===== config.mk =====
export PLATFORM = sky130hd
export DESIGN_NAME = divu_seq
export DESIGN_NICKNAME = d
export VERILOG_FILES = /design/src/rtl/divu_seq.sv
export SDC_FILE = /design/constraint.sdc
export NUM_CORES = 1
export LEC_CHECK = 0
export BUFFER_PORTS_ARGS = -buffer_cell sky130_fd_sc_hd__buf_4
export CORE_ASPECT_RATIO = 1.25
export CORE_UTILIZATION = 38
export CTS_CLUSTER_DIAMETER = 50
export CTS_CLUSTER_SIZE = 16
export DETAILED_ROUTE_END_ITERATION = 8
export PLACE_DENSITY_LB_ADDON = 0.15
export SLEW_MARGIN = 20
export SYNTH_ARGS = -nofsm -noshare
export SYNTH_HDL_FRONTEND = slang
export SYNTH_SLANG_ARGS = --single-unit
export TNS_END_PERCENT = 100

===== constraint.sdc =====
create_clock -name clk -period 2.7 [get_ports clk]
set_input_delay 0 -clock clk [delete_from_list [all_inputs] [get_ports clk]]
set_output_delay 0 -clock clk [all_outputs]
set_load 0.05 [all_outputs]

===== src/rtl/divu_seq.sv =====
// Sequential unsigned divider: one restoring-division step per clock, WIDTH steps per result.
// Produces {remainder, quotient} with a one-cycle done pulse; divisor 0 runs the same datapath.
module divu_seq #(
  parameter int WIDTH = 32
) (
  input  logic                 clk,
  input  logic                 reset,
  input  logic                 start,
  input  logic [WIDTH-1:0]     dataA,
  input  logic [WIDTH-1:0]     dataB,
  output logic                 busy,
  output logic                 done,
  output logic                 divZero,
  output logic [2*WIDTH-1:0]   divAns,
  output logic [1:0]           dbg_state
);

  localparam logic [1:0] S_IDLE = 2'd0;
  localparam logic [1:0] S_RUN  = 2'd1;
  localparam logic [1:0] S_DONE = 2'd2;
  localparam int CW = $clog2(WIDTH + 1);

  logic [1:0]       state;
  logic [CW-1:0]    cnt;
  logic [WIDTH:0]   rem;
  logic [WIDTH-1:0] quo;
  logic [WIDTH-1:0] divisor;

  logic [WIDTH:0]   rem_sh;
  logic [WIDTH:0]   trial;
  logic [WIDTH:0]   rem_nx;
  logic [WIDTH-1:0] quo_nx;

  assign dbg_state = state;

  // The quotient register doubles as the dividend shift register: its MSB feeds the remainder.
  always_comb begin
    rem_sh = {rem[WIDTH-1:0], quo[WIDTH-1]};
    trial  = rem_sh - {1'b0, divisor};
    rem_nx = rem_sh;
    quo_nx = {quo[WIDTH-2:0], 1'b0};
    if (!trial[WIDTH]) begin
      rem_nx = trial;
      quo_nx = {quo[WIDTH-2:0], 1'b1};
    end
  end

  always_ff @(posedge clk) begin
    if (reset) begin
      state   <= S_IDLE;
      cnt     <= '0;
      rem     <= '0;
      quo     <= '0;
      divisor <= '0;
      busy    <= 1'b0;
      done    <= 1'b0;
      divZero <= 1'b0;
      divAns  <= '0;
    end else begin
      done <= 1'b0;
      case (state)
        S_IDLE: begin
          if (start) begin
            quo     <= dataA;
            divisor <= dataB;
            rem     <= '0;
            cnt     <= '0;
            busy    <= 1'b1;
            state   <= S_RUN;
          end
        end
        S_RUN: begin
          rem <= rem_nx;
          quo <= quo_nx;
          cnt <= cnt + CW'(1);
          if (cnt == CW'(WIDTH - 1)) begin
            divAns  <= {rem_nx[WIDTH-1:0], quo_nx};
            divZero <= (divisor == '0);
            done    <= 1'b1;
            state   <= S_DONE;
          end
        end
        S_DONE: begin
          busy  <= 1'b0;
          state <= S_IDLE;
        end
        default: begin
          busy  <= 1'b0;
          state <= S_IDLE;
        end
      endcase
    end
  end

endmodule


# --- Yosys cells after proc, flatten, opt, wreduce, memory -nomap -nowiden ---
# Cells that the tools add are included.
# Widths: inputs -> output; s select.
word_totals:
  reg_bits: 171
  out_inout_bits: 69
classes:
  add_sub_neg: 2
  n_eq_ne: 4
  n_mux: 14
  bitwise: 1
  reduce_logical: 9
op_table:
  columns: ["operator", "n"]
  rows:
  - ["$pmux 32 s2", 2]
  - ["$mux 32", 3]
  - ["$sub 33x32->33", 1]
  - ["$logic_not 32->1", 1]
  - ["$pmux 6 s2", 1]
  - ["$reduce_and 2->1", 5]
  - ["$add 6x1->6 const B", 1]
  - ["$eq 6x5->1 const B", 1]
  - ["$mux 6", 1]
  - ["$mux 2", 2]
  - ["$ne 2x2->1 const B", 2]
  - ["$pmux 2 s2", 1]
  - ["$mux 1", 3]
  - ["$eq 2x1->1 const B", 1]
  - ["$logic_not 2->1", 1]
  - ["$pmux 1 s2", 1]
  - ["$reduce_bool 2->1", 1]
  - ["$reduce_or 2->1", 1]
  - ["$not 1->1", 1]

# --- Logic depth before layout (Yosys ltp) ---
depth:
  depth_word: 3
  ltp_mapped: 15
  mapped_depth_nobuf: 14

# --- Worst setup path after synthesis ---
# Ideal clock, no wire load.
synth_path:
  path_kind: "register to register"
  from: "reg quo[31]"
  to: "reg divAns[52]"
  setup_time_ps: 132
  arrival_ps: 2788
  required_time_ps: 2568
  setup_slack_ps: -220
  stages_incl_launch_ff: 15
  path_buffers: 0
  period_less_slack_ps: 2920
  path_cell_list: "dfxtp_1 -> inv_1 -> ha_1 -> inv_1 -> fa_1 -> a211oi_2 -> o311a_1 -> nor2_1 -> a211o_1 -> a311o_1 -> a31o_2 -> a21oi_1 -> xnor2_1 -> mux2i_1 -> a21oi_1"
synth_between:
  elab_chain_len: 2
synth_rtl:
  columns: ["item", "line_no", "rtl"]
  rows:
  - ["from (decl)", "26", "logic [WIDTH-1:0] quo;"]
  - ["from (signal assigned)", "64", "quo <= dataA;"]
  - ["from (signal assigned)", "74", "quo <= quo_nx;"]
  - ["$sub 33x32->33", "39", "trial = rem_sh - {1'b0, divisor};"]
  - ["$mux 32", "42", "if (!trial[WIDTH]) begin"]
  - ["to (signal assigned)", "77", "divAns <= {rem_nx[WIDTH-1:0], quo_nx};"]
  - ["to (decl)", "14", "output logic [2*WIDTH-1:0] divAns,"]
# Every way passes these cells.
# A chain may end at the register's enable or synchronous reset.

# --- Worst setup path in the final report ---
layout_path:
  from: "reg quo[31]"
  to: "reg divAns[36]"
# The elaborated chain is that of the path after synthesis.

==> results.sh <==
export IMPL_die_height_um=165
export IMPL_fp_coreArea_um2=20900
export IMPL_critical_path_reg2reg_startpoint="quo[31]"
export IMPL_dr_max_layer_used="met4"
export IMPL_combinational_fraction_of_design_power_pct=52.3
export IMPL_maxSlewViolCount=0
export IMPL_met2_length_mm=12.4
export IMPL_synth_cell_area_um2=8110
export IMPL_data_required_time_at_the_worst_endpoint_ns=2.97
export IMPL_rsz_0062_raised_after_global_routing="yes"
export IMPL_die_area_um2=21900
export IMPL_min_delay_worst_endpoint="quo[0]"
export IMPL_yosys_cell_types_count=63
export IMPL_sequentialPowerShare_pct=24.0
export IMPL_peakVddDrop_mv=0.632
export IMPL_drt_iter0_drc=379
export IMPL_top_level_ports=136
export IMPL_layout_nets=1389
export IMPL_grt_antenna_before_repair=0
export IMPL_power_switching_uw=4130
export IMPL_cellLeakagePower_uw=0.00502
export IMPL_clk_network_pwr_share_pct=23.7
export IMPL_kind_of_end_point_of_the_critical_path="flip-flop"
export IMPL_final_hold_viol_count=0
export IMPL_path_max_fanout=7
export IMPL_hold_path_startpoint="reset"
export IMPL_p_int_uw=7640
export IMPL_first_global_vias=8063
export IMPL_ys_seq_elements=171
export IMPL_detail_route_first_pass_iterations=5
export IMPL_clock_skew_final_ns=0.00989
export IMPL_port_buf_inserts=135
export IMPL_setup_slack_ns=-0.429
export IMPL_wl_mm=24.2
export IMPL_ys_flop_type="dfxtp_1"
export IMPL_insertion_delay_ns=0.44
export IMPL_finalInstanceArea_um2=11900
export IMPL_chipWidth_um=133
export IMPL_synthesis_yosys_warnings=0
export IMPL_worst_setup_hold_path_clk_slew_ns=0.07
export IMPL_swShare_pct=35.1
export IMPL_outcome="finished with violations"
export IMPL_synth_sequential_area_ratio_pct=42.2
export IMPL_synth_cells=1004
export IMPL_drive_gt1_share_pct=27.6
export IMPL_number_of_flops_mapped_to_enable_cells_by_yosys=0
export IMPL_power_density_nw_per_um2=990
export IMPL_clock_path_buffers=2
export IMPL_hpwlAfterDp_mm=16.2
export IMPL_kind_of_launch_point_of_the_worst_setup_path="flip-flop"
export IMPL_worst_setup_path_type="flip-flop to flip-flop"
export IMPL_placed_instance_area_um2=10200
export IMPL_finalCoreUtilization_pct=56.9
export IMPL_min_delay_path_class="primary input to flip-flop"
export IMPL_htree_num_levels=4
export IMPL_period_minus_slack_ns=3.13
export IMPL_synth_area_per_cell_um2=8.08
export IMPL_failed_checks="setup timing"
export IMPL_post_route_drc_count=0
export IMPL_vias_per_cell=5.05
export IMPL_clock_root_buffer="clkbuf_16"
export IMPL_antenna_diode_count=0
export IMPL_floorplan_initialDensity_pct=38.8
export IMPL_rows=59
export IMPL_reg2reg_slack_ns=-0.43
export IMPL_clock_sink_count=171
export IMPL_finalSetupViolations=66
export IMPL_cap_violations=0
export IMPL_area_delta_synth_final_pct=46.7
export IMPL_synth_nets=1105
export IMPL_postSynth_asyncResetShare_pct=0
export IMPL_dr_total_vias=7942
export IMPL_tritoncts="yes"
export IMPL_layout_cells_most_common="buf_4"
export IMPL_grt_first_pass_wirelength_mm=39.8
export IMPL_fin_crit_sh_pct=116
export IMPL_reg2reg_to="divAns[36]"
export IMPL_slew_headroom_pct=27.7
export IMPL_grt_overflow_total=0
export IMPL_rd_place_congestion=0.835
export IMPL_routedWlPerCell_um=15.4
export IMPL_timing_fmax_mhz=320
export IMPL_final_cell_mix="251 x buf_4, 194 x nand2_1, 169 x dfxtp_1"
export IMPL_hold_path_cell_count=3
export IMPL_route_met3_wl_um=993
export IMPL_cts_made_buffers=17
export IMPL_antenna_left=0
export IMPL_final_fill_count=1900
export IMPL_wirelength_met1_mm=10.4
export IMPL_cp_data_arrival_time_ns=3.40
export IMPL_reg2reg_depth=16
export IMPL_grt_max_degree=89
export IMPL_worst_max_slew_pin_slew_ns=1.08
export IMPL_track_usage_pct=22.9
==> worst max-delay path by stage <==
stage	from	end	slack (ns)	cells after the start
detailed placement	quo[31]	divAns[57]	-0.49	15
global route	quo[31]	divAns[37]	-0.62	16
finish	quo[31]	divAns[36]	-0.43	16
CTS	quo[31]	rem[11]	-0.48	17
floorplan	quo[31]	rem[0]	-0.12	15
global placement	quo[31]	divAns[47]	-0.37	15
==> synthesized netlist by cell type (all sizes together) (6+ instances only) <==
library cell,count,share of area [%]
dfxtp,171,42
a211oi,16,1.5
nand2b,6,0.46
clkbuf,49,2.3
mux2i,30,3.7
ha,33,5.1
nand3,12,0.74
o21ai,69,4.4
xor2,16,1.7
o221ai,31,3.3
nor2,101,4.7
buf,12,0.85
a21oi,127,7.9
nand2,194,9.0
xnor2,14,1.7
a21o,12,1.1
inv,36,1.7
nor4,9,0.69
nor3,6,0.43
==> registers in the layout, summed over array words and instances (netlist names) <==
| name | cells |
|---|---|
| divAns | 64 |
| divZero | 1 |
| rem | 32 |
| divisor | 32 |
| busy | 1 |
| quo | 32 |
| done | 1 |
| dbg_state | 2 |
| cnt | 6 |
==> layout make-up <==
class	instances	area (µm²)	share of cell area (%)
clock buffers	17	425	3.58
clock inverters	14	231	1.95
inverters	36	135	1.14
multi-input cells	736	4630	38.9
flip-flops and latches	171	3430	28.8
well taps	274	343	2.88
repair buffers	326	2710	22.7
==> power by group through the flow <==
stage	sequential, µW	combinational [µW]	clock, µW
final	2830	6160	2790
after global routing	2850	6600	2960
after CTS	2820	5650	2840
after detailed placement	2870	4570	0
after global placement	2870	4560	0
after floorplan	2860	3080	0
==> per-layer routing <==
layer | vias up | global-route usage, %
li1 | 4056 | -
met1 | 3709 | 25.9
met2 | 149 | 42.3
met3 | 28 | 5.25
met4 | 0 | 7.78
met5 | - | 0
==> per-stage QoR <==
stage	setup slack, ns	total power, µW	hold WS (ns)	cells	TNS, ns
6_report	-0.429	11800	0.148	1574	-22.07
5_1_grt	-0.617	12400	0.146	1574	-33.95
4_1_cts	-0.484	11300	0.125	1572	-26.20
3_5_place_dp	-0.494	7450	0.259	1468	-22.48
3_3_place_gp	-0.367	7440	0.249	1468	-18.86
2_1_floorplan	-0.116	5940	0.128	1004	-4.73
==> what timing repair did <==
action	CTS	global route
endpoints found under the setup margin	66	66
setup buffers	6	4
pin swaps	6	6
cloned	2	1
hold buffers	65	0
resized for setup	26	43
hold endpoints to repair	65	0
==> kinds of logic after synthesis <==
| kind of cell | count (synthesis) | share of synthesized area [%] |
|---|---|---|
| fa+ha+maj | 34 | 5.34 |
| xor+xnor | 30 | 3.47 |
| buf+inv | 97 | 4.78 |
| flops | 171 | 42.2 |
| simple gates | 348 | 17.7 |
| mux | 31 | 3.89 |
| compound gates | 293 | 22.6 |
==> critical path: stages (launching register included) <==
cell	delay, ns
dfxtp_2	0.32
inv_2	0.07
ha_4	0.13
inv_2	0.03
fa_2	0.34
a211oi_2	0.23
o311a_1	0.23
o21bai_2	0.10
a41oi_2	0.20
a21boi_2	0.10
o21ai_2	0.19
a31oi_4	0.13
xnor2_4	0.24
buf_6	0.16
buf_12	0.16
mux2i_4	0.25
a211oi_2	0.08
Note: power is estimated with default switching activity, not from simulation.
